`config.mk`:
```
export PLATFORM = sky130hd
export DESIGN_NAME = or_reg
export DESIGN_NICKNAME = d
export VERILOG_FILES = /design/src/rtl/or_reg.sv
export SDC_FILE = /design/constraint.sdc
export NUM_CORES = 1
export LEC_CHECK = 0
export ABC_AREA = 0
export CAP_MARGIN = 20
export CELL_PAD_IN_SITES_DETAIL_PLACEMENT = 0
export CELL_PAD_IN_SITES_GLOBAL_PLACEMENT = 2
export CORE_AREA = 2 2 39 41
export DETAILED_ROUTE_END_ITERATION = 6
export DIE_AREA = 0 0 41 43
export DONT_BUFFER_PORTS = 1
export GPL_TIMING_DRIVEN = 0
export PLACE_DENSITY = 0.41
export RECOVER_POWER = 100
export SYNTH_ARGS = -nofsm -noshare
export SYNTH_HDL_FRONTEND = slang
export SYNTH_SLANG_ARGS = --single-unit
```
`constraint.sdc`:
```
create_clock -name clk -period 3.2 [get_ports clk]
set_clock_uncertainty 0.15 [all_clocks]
set_input_delay 0.16 -clock clk [delete_from_list [all_inputs] [get_ports clk]]
set_output_delay 0.16 -clock clk [all_outputs]
set_load 0.05 [all_outputs]
```
`src/rtl/or_reg.sv`:
```
// Registered bitwise-OR leaf with ready/valid handshake, sticky accumulation and reduction flags.
// Optional popcount output y_count is enabled by defining OR_POPCOUNT_EN.
module or_reg #(
  parameter int REG_WIDTH = 3
) (
  input  logic                 clk,
  input  logic                 rst,
  input  logic                 in_valid,
  output logic                 in_ready,
  input  logic [REG_WIDTH-1:0] a,
  input  logic [REG_WIDTH-1:0] b,
  input  logic                 acc_en,
  input  logic                 acc_clr,
  output logic                 out_valid,
  input  logic                 out_ready,
  output logic [REG_WIDTH-1:0] y,
  output logic                 y_any,
  output logic                 y_all,
  output logic                 y_zero
`ifdef OR_POPCOUNT_EN
  ,
  output logic [$clog2(REG_WIDTH+1)-1:0] y_count
`endif
);

  localparam int CNT_W = $clog2(REG_WIDTH + 1);

  logic [REG_WIDTH-1:0] y_p0;
  logic [REG_WIDTH-1:0] y_p1;
  logic                 vld_p1;
  logic                 accept_p0;

  // Stage p0: handshake and next-result selection
  assign in_ready  = !vld_p1 || out_ready;
  assign accept_p0 = in_valid && in_ready;
  assign y_p0      = acc_en ? (y_p1 | a | b) : (a | b);

`ifdef OR_POPCOUNT_EN
  function automatic logic [CNT_W-1:0] popcount(input logic [REG_WIDTH-1:0] v);
    logic [CNT_W-1:0] cnt;
    cnt = '0;
    for (int i = 0; i < REG_WIDTH; i++) begin
      cnt = cnt + CNT_W'(v[i]);
    end
    return cnt;
  endfunction

  logic [CNT_W-1:0] cnt_p1;
`endif

  // Stage p1: held result; y is kept after consumption so accumulation can continue
  always_ff @(posedge clk) begin
    if (rst || acc_clr) begin
      y_p1   <= '0;
      vld_p1 <= 1'b0;
`ifdef OR_POPCOUNT_EN
      cnt_p1 <= '0;
`endif
    end else if (accept_p0) begin
      y_p1   <= y_p0;
      vld_p1 <= 1'b1;
`ifdef OR_POPCOUNT_EN
      cnt_p1 <= popcount(y_p0);
`endif
    end else if (vld_p1 && out_ready) begin
      vld_p1 <= 1'b0;
    end
  end

  assign y         = y_p1;
  assign out_valid = vld_p1;
  assign y_any     = |y_p1;
  assign y_all     = &y_p1;
  assign y_zero    = (y_p1 == '0);

`ifdef OR_POPCOUNT_EN
  assign y_count = cnt_p1;
`endif

endmodule

```
==> summary.md, run 1 <==
| Metric | Value |
|---|---|
| Cell Pwr Density | roughly 480 mW/mm² |
| Synth area leader | dfxtp_1 |
| Avg WL per Cell | slightly above 10 µm |
| Total track usage | under 10% |
| Via count of the routed design | approximately 210 |
| Avg Inst Size Synth | between 9 and 10 µm² |
| Post-CTS Repair Setup Buffers | 0 |
| Combinational cell fraction of total power | a little under a fifth |
| CTS Buf Count | 3 |
| Ys Warns | 0 |
| Nets | 48 |
| Share of the synthesized area in the top cell type | between 40% and 50% |
| H-tree lvl count | 1 |
| FF-to-FF path depth | 4 |
| Grt ovf | 0 |
| VDD IR max | 0.163 mV |
| Core Region | between 0.001 and 0.0015 mm² |
| CTS Hold Buffers Added | 11 |
| Tmin final | between 2 and 3 ns |
| Main area contributors after synthesis | dfxtp_1 (41%), a311oi_4 (13%), o2bb2ai_1 (13%), nor2_1 (7.6%), nand2b_4 (7.0%) |
| Final Hold Vio Count | 0 |
| Worst-Skew Late Latency | around 0.23 ns |
| Setup crit start kind | flop |
| Mapped Area | a little under 200 µm² |
| Detailed Route WL | between 500 and 600 µm |
| Clock-pin transition on the worst setup and hold timing paths | 0.04 ns |
| Number of distinct library cells after synthesis | 10 |
| Final setup vio count | 0 |
| Post-Synthesis Cells | 20 |
| Seq pwr share | 40.7% |
| CP arrival | approximately 2.6 ns |
| Post_cts resized | 0 |
| Chip height | 43 µm |
| Largest net degree at the start of global routing | 5 |
| Relative slew slack | about two fifths |
| Critical Path RT | 3.23 ns |
| Layout cells sized above 1 | 11.8% |
| Crit end category | flop |
| Die area | 0.00176 mm² |
| Status | complete, no violations |
| Initial antenna violation count | 0 |
| Post-route ant nets | 0 |
| Number of synthesized register bits | 4 |
| Sw frac | a little under a third |
| Max-Cap Viols | 0 |
| Clock Tree Root | clkbuf_4 |
| Antenna Diode Count | 0 |
| Max Freq | 0.382 GHz |
| Initial DRC count | 0 |
| Critical-path maximum fanout | 4 |
| CTS tree | done |
| Number of flops mapped to enable cells by yosys | 0 |
| Chip width | approximately 41 µm |
| Most instantiated cells after synthesis | dfxtp_1 (4), nor2_1 (4), inv_1 (3), o2bb2ai_1 (3) |
| Post-synth top flop | dfxtp_1 |
| Initial Utilization | between 10 and 15% |
| Clock Power Share | 40.3% |
| Post-synth ARST share | 0% |
| P_sw | 50.2 µW |
| Syn nets | 32 |
| Worst hold path type | input port to flop |
| Vias in the first global route | roughly 230 |
| Clock buffer depth | 2 |
| Total power | 157 µW |
| RSZ-0062 raised after global routing | no |
| Setup CP Type | flop to flop |
| Cells on Worst Hold Path | 3 |
| Synthesis-to-layout area growth | 67.5% |
| Worst hold margin | between 0.5 and 0.6 ns |
| First drt pass iteration count | 1 |
| P_leak | ~0.00015 µW |
| Ports | 20 |
| Total negative setup slack | 0 ns |
| Max-slew violations | 0 |
| Seq/Total Area, Yosys | about two fifths |
| Dpl hpwl | between 300 and 400 µm |
| Remaining DRCs | 0 |
| Via/cell ratio | between 4 and 5 |
| Clk sinks | 4 |
| Rows | 14 |
| First-pass GRT wire length | ~830 µm |
| Pint | about 110 µW |
| GPL Wtd Cong | around 0.52 |
| Worst slew pin tran | approximately 0.88 ns |
| Port buffer count | 0 |
| Tcrit/Tclk final | about four fifths |
## cell families after synthesis
logic type	Yosys count	share of synthesized area (%)
DFF	4	40.8
and+or+nand+nor	8	22.9
AOI/OAI and AO/OA	5	30.6
buffers and inverters	3	5.73
## worst paths after layout
kind | startpoint | endpoint | slack, ns
max reg2reg | out_valid | y[2] | 0.58
min | rst | out_valid | 0.51
max | out_valid | y[2] | 0.58
min reg2reg | y[2] | y[2] | 1.16
## layer usage
metal / wire, µm / up-vias / GRT usage, % / part of all wire [%]
met5: 0 / - / 0 / 0
met3: 96 / 0 / 9.95 / 19
met2: 212 / 16 / 9.38 / 42
met4: 0 / 0 / 4.00 / 0
li1: - / 99 / - / -
met1: 193 / 97 / 7.37 / 38
## worst max-delay path, stage by stage, from the launching register on
cell           delay (ns)
dfxtp_1              0.64
nand2b_1             0.48
a311oi_1             0.58
o2bb2ai_1            0.16
dlygate4sd3_1        0.55
## area by class of cell
| cell class | instances | area, µm² |
|---|---|---|
| fill | 157 | 1050 |
| timing repair buffer | 11 | 110 |
| multi-input combinational | 13 | 85.1 |
| sequential | 4 | 80.1 |
| clock buffer | 3 | 22.5 |
| tap | 16 | 20.0 |
| inverter | 3 | 11.3 |
## cell usage in the layout, fill, tap and decap left out
cell type / n
a21boi_0: 1
a311oi_1: 1
and3_1: 1
clkbuf_4: 3
dfxtp_1: 4
dlygate4sd3_1: 11
inv_1: 3
nand2b_1: 1
nand3_1: 1
nor2_1: 4
nor3_2: 1
o2bb2ai_1: 3
## state kept, by name, summed over array words and instances (netlist names)
signal     count
y              3
out_valid      1
## metrics by stage
step | area, µm² | setup WS (ns) | util [%] | cells
floorplan | 196 | 0.623 | - | 20
global placement | 216 | 0.546 | 15.6 | 36
detailed placement | 221 | 1.14 | 16.0 | 36
CTS | 354 | 0.884 | 25.6 | 50
global route | 329 | 0.462 | 23.8 | 50
finish | 329 | 0.585 | 23.8 | 50
## power by group through the flow
stage / Sequential (µW) / Combinational, µW / Clock (µW)
6_report: 63.9 / 29.8 / 63.2
5_1_grt: 64.2 / 32.4 / 71.1
4_1_cts: 64.2 / 31.9 / 66.5
3_5_place_dp: 65.0 / 22.1 / 0
3_3_place_gp: 64.6 / 21.6 / 0
2_1_floorplan: 63.9 / 20.4 / 0
(Power assumes the default switching activity.)
==> inputs of run 2 (changes only) <==
PLACE_DENSITY = 0.43   (was 0.41)
clock period = 2.37 ns   (was 3.2 ns; I/O delays follow)
==> run 2 against run 1 <==
Sequential share of layout area is 2.1 points lower. Sequential power is 37% higher. Via count is 2.4% lower. First-iteration DRC count is 4 higher. Largest power group unchanged. Highest routed layer unchanged.
==> summary.md, run 2 (synthesized netlist as in run 1, its figures left out) <==
| Metric | Value |
|---|---|
| Remaining DRCs | 0 (unchanged) |
| Critical path's slowest cell | dfxtp_1 (unchanged) |
| Total track usage | 8.51% (was 7.82%) |
| Status | complete, no violations (unchanged) |
| Clock-pin transition on the worst setup and hold timing paths | 0.04 ns (about the same) |
| Commonest non-fill, non-tap cell in the layout | dlygate4sd3_1 (unchanged) |
| Tcrit/Tclk final | 94.0% (was 81.7%) |
| Core Region | 0.00138 mm² (unchanged) |
| Port buffer count | 0 (unchanged) |
| Fillcell total | 166 (was 157) |
| Total power | 217 µW (was 157 µW) |
| CP bufs+invs | 1 (unchanged) |
| Initial antenna violation count | 0 (unchanged) |
| Crit-path cells | nand2b_4 -> a311oi_4 -> o2bb2ai_1 -> dlygate4sd3_1 (was nand2b_1 -> a311oi_1 -> o2bb2ai_1 -> dlygate4sd3_1) |
| CP arrival | 2.25 ns (was 2.64 ns) |
| Dpl hpwl | 387 µm (was 396 µm) |
| Total negative setup slack | 0 ns (unchanged) |
| H-tree lvl count | 1 (unchanged) |
| Layout cells sized above 1 | 17.6% (was 11.8%) |
| Worst hold path type | input port to primary output (was input port to flop) |
| Final setup vio count | 0 (unchanged) |
| VDD IR max | 0.201 mV (was 0.163 mV) |
| First drt pass iteration count | 2 (was 1) |
| Final Instance Area | 360 µm² (was 329 µm²) |
| Clock buffer depth | 2 (unchanged) |
| Max Freq | 0.449 GHz (was 0.382 GHz) |
| FF/Latch Area | 80.1 µm² (unchanged) |
| Clk sinks | 4 (unchanged) |
| Tmin final | 2.23 ns (was 2.62 ns) |
| Die area | 0.00176 mm² (unchanged) |
| CTS Buf Count | 3 (unchanged) |
| Critical Path RT | 2.39 ns (was 3.23 ns) |
| Setup CP Type | flop to flop (unchanged) |
| Setup ws final | 0.143 ns (was 0.585 ns) |
| Crit end category | flop (unchanged) |
| Top delay family on crit path | flip-flops (was compound AO/OA/AOI/OAI gates) |
| Grt ovf | 0 (unchanged) |
| Synthesis-to-layout area growth | 83.4% (was 67.5%) |
| Via count of the routed design | 207 (was 212) |
| Rows | 14 (unchanged) |
| Clock Tree Root | clkbuf_4 (unchanged) |
| Relative slew slack | 57.5% (was 41.3%) |
| Nets | 48 (unchanged) |
| Setup crit start kind | flop (unchanged) |
| Initial DRC count | 4 (was 0) |
| Via/cell ratio | 4.14 (was 4.24) |
| Largest net degree at the start of global routing | 5 (unchanged) |
| Chip width | 41 µm (unchanged) |
| Max stage delay on crit path | 0.67 ns (was 0.64 ns) |
| Final Hold Vio Count | 0 (unchanged) |
| Cell Pwr Density | 602 mW/mm² (was 477 mW/mm²) |
| GPL Wtd Cong | 0.509 (was 0.522) |
| CTS tree | done (unchanged) |
| Max-Cap Viols | 0 (unchanged) |
| Max FFs per register | 3 (unchanged) |
| Post-route insts no fill | 50 (unchanged) |
| Placement Setup Slack | 0.348 ns (was 1.14 ns) |
| Chip height | 43 µm (unchanged) |
| Vias in the first global route | 259 (was 234) |
| Commonest non-fill, non-tap cells in the layout | dlygate4sd3_1 (11), nor2_1 (4), dfxtp_1 (4) (unchanged) |
| Worst slew pin tran | 0.636 ns (was 0.875 ns) |
| Critical-path maximum fanout | 4 (unchanged) |
| Ports | 20 (unchanged) |
| Post-CTS Repair Setup Buffers | 0 (unchanged) |
| Worst-Skew Late Latency | 0.23 ns (about the same) |
| Cells after DPL | 36 (unchanged) |
| Post-route ant nets | 0 (unchanged) |
| Placed inst area | 221 µm² (unchanged) |
| Max-slew violations | 0 (unchanged) |
| P_leak | 0.000161 µW (was 0.000150 µW) |
| First-pass GRT wire length | 959 µm (was 834 µm) |
| RSZ-0062 raised after global routing | no (unchanged) |
| Multi-input combinational cell area | 116 µm² (was 85.1 µm²) |
| Detailed Route WL | 535 µm (was 503 µm) |
| Initial Utilization | 14.2% (unchanged) |
| Antenna Diode Count | 0 (unchanged) |
| Avg WL per Cell | 10.7 µm (was 10.1 µm) |
## run 2: repair_timing
action | 4_1_cts | 5_1_grt
resized for setup | 0 | 1
hold endpoints to repair | 4 | 0
endpoints found under the setup margin | 0 | 1
hold buffers | 11 | 0
## run 2: per-stage QoR
step	util, %	hold WS, ns
finish	26.0	0.305
global placement	16.0	0.117
floorplan	-	0.107
global route	26.0	0.308
detailed placement	16.0	0.118
CTS	25.6	0.305
## run 2: path summary, 6_finish.rpt
check                           startpoint  endpoint  slack (ns)  depth (start not counted)
worst max-delay path             out_valid      y[1]        0.14                          4
worst min-delay path             out_ready  in_ready        0.31                          1
worst max register to register   out_valid      y[1]        0.14                          4
worst min register to register        y[0]      y[0]        1.17                          2
## run 2: cell type report
class                      instances  area share [%]
multi-input combinational         13            32.3
timing repair buffer              11            30.6
sequential                         4            22.2
clock buffer                       3            6.25
tap                               16            5.56
inverter                           3            3.12
## run 2: power by group
group	internal [µW]	switching, µW	total (µW)
clock network	56.6	27.8	84.5
registers	71.0	16.5	87.5
logic	19.5	25.6	45.1
total	147	69.9	217
## run 2: layer usage
| metal | global-route usage, % | share of wire (%) |
|---|---|---|
| met1 | 7.32 | 36 |
| met2 | 12.8 | 53 |
| met3 | 6.28 | 12 |
| met4 | 6.00 | 0 |
| met5 | 0 | 0 |
